<file path="src/rtl/uart_pkg.sv">
`default_nettype none
// +--------------------------------------------------------------------+
// | uart_pkg : shared FSM state type and constants for uart_tx_arbiter |
// | Rev 1.0                                                            |
// +--------------------------------------------------------------------+
package uart_pkg;

  localparam int C_BYTE_W               = 8;
  localparam int C_DEFAULT_BUSY_TIMEOUT = 16;

  typedef enum logic [1:0] {
    ST_IDLE      = 2'd0,
    ST_ISSUE     = 2'd1,
    ST_WAIT_DONE = 2'd2
  } uart_arb_state_e;

endpackage

`default_nettype wire

</file>
<file path="src/rtl/uart_tx_arbiter_rr.sv">
`default_nettype none
// +--------------------------------------------------------------------+
// | rr_arbiter : combinational round-robin pick, search after winner   |
// | Rev 1.0                                                            |
// +--------------------------------------------------------------------+
module rr_arbiter #(
  parameter int N_REQ = 4,
  parameter int IDX_W = $clog2(N_REQ)
) (
  input  logic [N_REQ-1:0] req,
  input  logic [IDX_W-1:0] last_winner,
  output logic [N_REQ-1:0] grant,
  output logic [IDX_W-1:0] winner,
  output logic             any_grant
);

  logic [IDX_W:0]   sum;
  logic [IDX_W-1:0] cand;

  // Walk offsets 1..N from the previous winner; first requesting index wins.
  always_comb begin
    grant     = '0;
    winner    = last_winner;
    any_grant = 1'b0;
    sum       = '0;
    cand      = '0;
    for (int off = 1; off <= N_REQ; off++) begin
      sum = {1'b0, last_winner} + (IDX_W+1)'(off);
      if (sum >= (IDX_W+1)'(N_REQ)) begin
        sum = sum - (IDX_W+1)'(N_REQ);
      end
      cand = sum[IDX_W-1:0];
      if (!any_grant && req[cand]) begin
        any_grant   = 1'b1;
        grant[cand] = 1'b1;
        winner      = cand;
      end
    end
  end

endmodule

`default_nettype wire

</file>
<file path="src/rtl/uart_tx_arbiter.sv">
`default_nettype none
// +--------------------------------------------------------------------+
// | uart_tx_arbiter : round-robin share of one UART TX among N_REQ     |
// | requesters. Optional packet locking via UART_ARB_LOCK_EN.          |
// | Rev 1.0                                                            |
// +--------------------------------------------------------------------+
module uart_tx_arbiter
  import uart_pkg::*;
#(
  parameter int N_REQ        = 4,
  parameter int BUSY_TIMEOUT = C_DEFAULT_BUSY_TIMEOUT
) (
  input  logic                      clk,
  input  logic                      rst_n,
  input  logic [N_REQ-1:0]          req_valid,
  input  logic [C_BYTE_W*N_REQ-1:0] req_data,
  input  logic [N_REQ-1:0]          req_last,
  output logic [N_REQ-1:0]          req_ready,
  output logic [C_BYTE_W-1:0]       uart_w_data,
  output logic                      uart_valid,
  input  logic                      uart_busy,
  output logic [N_REQ-1:0]          out_grant,
  output logic                      out_err_timeout
);

  localparam int IDX_W = $clog2(N_REQ);
  localparam int CNT_W = $clog2(BUSY_TIMEOUT + 1);
  localparam logic [CNT_W-1:0] C_CNT_MAX  = CNT_W'(BUSY_TIMEOUT);
  localparam logic [CNT_W-1:0] C_CNT_LAST = CNT_W'(BUSY_TIMEOUT - 1);
  localparam logic [IDX_W-1:0] C_LW_RST   = IDX_W'(N_REQ - 1);

  uart_arb_state_e       state_q, state_d;
  logic [CNT_W-1:0]      cnt_q, cnt_d;
  logic [C_BYTE_W-1:0]   data_q, data_d;
  logic                  valid_q, valid_d;
  logic [N_REQ-1:0]      ready_q, ready_d;
  logic [N_REQ-1:0]      grant_q, grant_d;
  logic                  err_q, err_d;
  logic [IDX_W-1:0]      last_winner_q, last_winner_d;
  logic                  lock_q, lock_d;

  logic [N_REQ-1:0]      arb_req;
  logic [N_REQ-1:0]      arb_grant;
  logic [IDX_W-1:0]      arb_winner;
  logic                  arb_any;
  logic [C_BYTE_W-1:0]   win_data;
  logic                  acc_last;

  // While a packet is locked only the owner may be picked.
  assign arb_req = lock_q ? (req_valid & grant_q) : req_valid;

  rr_arbiter #(
    .N_REQ (N_REQ),
    .IDX_W (IDX_W)
  ) u_rr_arbiter (
    .req         (arb_req),
    .last_winner (last_winner_q),
    .grant       (arb_grant),
    .winner      (arb_winner),
    .any_grant   (arb_any)
  );

  always_comb begin
    win_data = '0;
    for (int i = 0; i < N_REQ; i++) begin
      if (arb_grant[i]) begin
        win_data = win_data | req_data[i*C_BYTE_W +: C_BYTE_W];
      end
    end
  end

`ifdef UART_ARB_LOCK_EN
  always_comb begin
    acc_last = 1'b0;
    for (int i = 0; i < N_REQ; i++) begin
      if (arb_grant[i]) begin
        acc_last = acc_last | req_last[i];
      end
    end
  end
`else
  // Every byte is its own packet, so the lock never engages.
  logic unused_last;
  assign unused_last = ^req_last;
  assign acc_last    = 1'b1;
`endif

  always_comb begin
    state_d       = state_q;
    cnt_d         = cnt_q;
    data_d        = data_q;
    grant_d       = grant_q;
    last_winner_d = last_winner_q;
    lock_d        = lock_q;
    ready_d       = '0;
    err_d         = 1'b0;
    case (state_q)
      ST_IDLE: begin
        if (!uart_busy && arb_any) begin
          state_d       = ST_ISSUE;
          cnt_d         = '0;
          data_d        = win_data;
          grant_d       = arb_grant;
          ready_d       = arb_grant;
          last_winner_d = arb_winner;
          lock_d        = ~acc_last;
        end
      end
      ST_ISSUE: begin
        if (uart_busy) begin
          state_d = ST_WAIT_DONE;
        end else if (cnt_q >= C_CNT_LAST) begin
          // Final ISSUE cycle without busy: the pulse lands BUSY_TIMEOUT cycles after entry.
          state_d = ST_IDLE;
          cnt_d   = C_CNT_MAX;
          err_d   = 1'b1;
          grant_d = '0;
          lock_d  = 1'b0;
        end else begin
          cnt_d = cnt_q + 1'b1;
        end
      end
      ST_WAIT_DONE: begin
        if (!uart_busy) begin
          state_d = ST_IDLE;
          if (!lock_q) begin
            grant_d = '0;
          end
        end
      end
      default: begin
        state_d = ST_IDLE;
        grant_d = '0;
        lock_d  = 1'b0;
      end
    endcase
    valid_d = (state_d == ST_ISSUE);
  end

  always_ff @(posedge clk or negedge rst_n) begin
    if (!rst_n) begin
      state_q       <= ST_IDLE;
      cnt_q         <= '0;
      data_q        <= '0;
      valid_q       <= 1'b0;
      ready_q       <= '0;
      grant_q       <= '0;
      err_q         <= 1'b0;
      last_winner_q <= C_LW_RST;
      lock_q        <= 1'b0;
    end else begin
      state_q       <= state_d;
      cnt_q         <= cnt_d;
      data_q        <= data_d;
      valid_q       <= valid_d;
      ready_q       <= ready_d;
      grant_q       <= grant_d;
      err_q         <= err_d;
      last_winner_q <= last_winner_d;
      lock_q        <= lock_d;
    end
  end

  assign req_ready       = ready_q;
  assign uart_w_data     = data_q;
  assign uart_valid      = valid_q;
  assign out_grant       = grant_q;
  assign out_err_timeout = err_q;

endmodule

`default_nettype wire

</file>
<file path="config.mk">
export PLATFORM = sky130hd
export DESIGN_NAME = uart_tx_arbiter
export DESIGN_NICKNAME = d
export VERILOG_FILES = /design/src/rtl/uart_pkg.sv /design/src/rtl/uart_tx_arbiter_rr.sv /design/src/rtl/uart_tx_arbiter.sv
export SDC_FILE = /design/constraint.sdc
export NUM_CORES = 1
export LEC_CHECK = 0
export BUFFER_PORTS_ARGS = -buffer_cell sky130_fd_sc_hd__buf_4
export CAP_MARGIN = 30
export CORE_MARGIN = 1.5
export CORE_UTILIZATION = 45
export CTS_CLUSTER_DIAMETER = 60
export DETAILED_ROUTE_END_ITERATION = 8
export HOLD_SLACK_MARGIN = 0.1
export MAX_ROUTING_LAYER = met4
export PLACE_DENSITY_LB_ADDON = 0.25
export SLEW_MARGIN = 20
export SYNTH_ARGS = -nofsm -noshare
export SYNTH_HDL_FRONTEND = slang
export SYNTH_HIERARCHICAL = 1
export SYNTH_SLANG_ARGS = --single-unit
</file>
<file path="constraint.sdc">
create_clock -name clk -period 3.2 [get_ports clk]
set_clock_uncertainty 0.1 [all_clocks]
set_input_delay 0.16 -clock clk [delete_from_list [all_inputs] [get_ports clk]]
set_output_delay 0.16 -clock clk [all_outputs]
set_load 0.02 [all_outputs]
</file>
==> flow_summary.yaml <==
status:
  status: "finished clean"
yosys:
  syn-num-nets: 233
  ys_warn_count: 6
  synth_cell_types: 50
  yosys_register_bits: 27
  yosys.area.top_type: "dfrtp_1"
  seq_area_frac_synth_pct: 37.5
  async_reset_ff_share_pct: 100
  synth.area.top_cells: "dfrtp_1 (35%), a22oi_1 (7.1%), ha_1 (6.9%)"
  synthCells: 180
  synth-edff-count: 0
  syn-cell-area_um2: 1810
  yosys_most_used_dff: "dfrtp_1"
  yosysTopAreaCellShare_pct: 34.6
  syn_area_per_cell_um2: 10.0
die:
  dieArea_um2: 4400
  io_pins: 61
  die_y_um: 66.4
  core-area_um2: 3770
  start_util_pct: 47.9
  die_w_um: 66.4
  rows: 22
cts:
  root_buffer: "clkbuf_8"
  clock_path_buffers: 2
  clkTransAtPathRegs_ns: 0.10
  cts_tree: "done"
  clock-sinks: 27
  hold_buffers: 7
  cts_made_buffers: 3
  cts_resized: 0
  h-tree-depth: 1
  insertion_delay_ns: 0.27
  cts_setup_buffers: 0
placement:
  port_buffers: 56
  hpwl_um: 3130
  place_area_um2: 2240
  globalplace.congestion: 0.851
  post-place-ws_ns: 0.441
sta:
  finalHoldViolations: 0
  final_max_slew_viol_count: 0
  fin_tns_setup_ns: 0
  period_minus_slack_ns: 2.77
  worstMarginPinSlew_ns: 0.497
  rsz0062_at_grt: "no"
  setup_violations: 0
  fmax_mhz: 360
  slew_headroom_pct: 66.8
  fin_ws_ns: 0.426
  post-route-period-util_pct: 86.7
critical_path:
  reg2reg_depth: 7
  path_cells: "inv_1 > ha_1 > a221oi_1 > a211oi_4 > a221o_1 > a22oi_1 > a31oi_1"
  crit_family: "compound AO/OA/AOI/OAI gates"
  cpPeakStageDelay_ns: 0.67
  end_kind: "flip-flop"
  path_max_fanout: 13
  path_class: "reg -> reg"
  r2r_end: "uart_w_data[1]"
  startpoint_type: "flip-flop"
  cp_slowest_cell: "dfstp_2"
  rr_startpoint: "last_winner_q[1]"
  critical_path_arrival_ns: 2.82
  path_buf_inv: 1
  critPathRequiredTime_ns: 3.25
  r2r_setup_slack_ns: 0.43
grt:
  antenna_found_initial: 0
  grt.overflow.total: 0
  grt_max_degree: 28
  grt_pass1_vias: 1459
  grtUsageTotal_pct: 20.5
  grt_pass1_wl_um: 6870
finish:
  antenna_cells: 0
  syn_to_final_growth_pct: 30.5
  fillers: 313
  fin_nets: 291
  drive_gt1_share_pct: 32.1
  stdcell_area_um2: 2360
  fin_util_pct: 62.5
power_and_ir_drop:
  p_leak_nw: 1.12
  vdd_ir_drop_max_uv: 625
  power.density_nw_per_um2: 933
min_path:
  min_from: "req_data[28]"
  holdCritPathClass: "in -> reg"
  min_path_cells: 3
  whs_endpoint: "uart_w_data[4]"
routing:
  drc: 0
  via_count: 1644
  wl_per_cell_um: 15.0
  dr.pass1.iters: 4
  ant_nets: 0
  routed_wl_um: 4290
  routed_via_density: 5.77
  drt_iter0_drc: 106
job:
  max_cap_viol_count: 0
[final cells by class]
class	instances	area (um^2)	share of cell area (%)
Tap cell	48	60.1	2.55
Sequential cell	27	678	28.8
Timing Repair Buffer	67	520	22.1
Clock buffer	3	41.3	1.75
Clock inverter	1	7.51	0.318
Multi-Input combinational cell	135	1030	43.9
Inverter	4	15.0	0.637
[power by group]
group          total (W)  switching [W]  internal, W  leakage, nW
Clock           0.000198       0.000109    0.0000883       0.0217
Sequential      0.000616       0.000123     0.000493        0.340
Combinational    0.00139       0.000767     0.000618        0.759
[cell usage after synthesis, drive strengths merged, types with 2 or more instances]
cell     count
dfrtp       25
a22oi       17
nor2        13
nand2       11
buf         10
ha          10
a31oi        8
a21o         7
o21ai        7
and2         6
a221o        5
nor2b        5
clkbuf       4
inv          4
nand3b       3
nor3         3
nor3b        3
nor4b        3
a211o        2
a21oi        2
a221oi       2
dfstp        2
mux2         2
mux4         2
nand4        2
o211ai       2
o2bb2ai      2
or3b         2
[metal layers]
| metal | track usage [%] | wire (um) |
|---|---|---|
| met5 | - | 0 |
| met4 | 4.59 | 44 |
| met3 | 2.04 | 135 |
| met2 | 34.0 | 2220 |
| met1 | 27.1 | 1890 |
[sequential cells by signal (all words and copies together) (netlist names)]
register         cells
out_err_timeout      1
cnt_q                5
last_winner_q        2
uart_valid           1
state_q              2
req_ready            4
uart_w_data          8
out_grant            4
[cells in the final DEF (no fill, tap or decap), types with 3 or more instances in the layout]
cell           instances
inv_1                  4
dlygate4sd3_1          7
a22oi_1               17
a21o_1                 7
nor2_1                13
and2_1                 6
buf_4                 60
dfrtp_1               25
o21ai_0                7
nor2b_1                5
nand2_1               11
nor3_1                 3
nand3b_1               3
ha_1                  10
clkbuf_8               3
a31oi_1                8
a221o_1                5
[kinds of logic (layout without fill, tap and decap cells)]
group | after synthesis | after routing | share of synthesized area [%]
AO/OA/AOI/OAI | 61 | 61 | 26.0
AND/OR/NAND/NOR | 59 | 59 | 20.2
flip-flops | 27 | 27 | 37.5
buffers and inverters | 18 | 75 | 5.19
adder cells (fa/ha/maj) | 10 | 10 | 6.93
multiplexers | 4 | 4 | 3.74
XOR/XNOR | 1 | 1 | 0.485
[how the worst max path moves through the flow]
stage / start / endpoint / slack (ns) / cells after the start
global route: last_winner_q[1] / uart_w_data[1] / 0.24 / 7
floorplan: last_winner_q[0] / out_grant[0] / 0.06 / 12
CTS: last_winner_q[1] / uart_w_data[5] / 0.41 / 7
global placement: last_winner_q[1] / uart_w_data[5] / 0.43 / 7
finish: last_winner_q[1] / uart_w_data[1] / 0.43 / 7
detailed placement: last_winner_q[1] / uart_w_data[5] / 0.44 / 7
[metrics by stage]
| stage | std cells | hold WS, ns | power, W |
|---|---|---|---|
| 2_1_floorplan | 180 | -0.236 | 0.00161 |
| 3_3_place_gp | 274 | -0.0102 | 0.00197 |
| 3_5_place_dp | 274 | -0.00467 | 0.00200 |
| 4_1_cts | 285 | 0.101 | 0.00221 |
| 5_1_grt | 285 | 0.109 | 0.00238 |
| 6_report | 285 | 0.101 | 0.00220 |
[worst reg2reg max path, stage by stage (launching register included)]
cell      delay [ns]
dfstp_2         0.67
inv_1           0.17
ha_1            0.34
a221oi_1        0.40
a211oi_4        0.11
a221o_1         0.51
a22oi_1         0.24
a31oi_1         0.11
No activity file was read; power rests on OpenSTA's default activity.
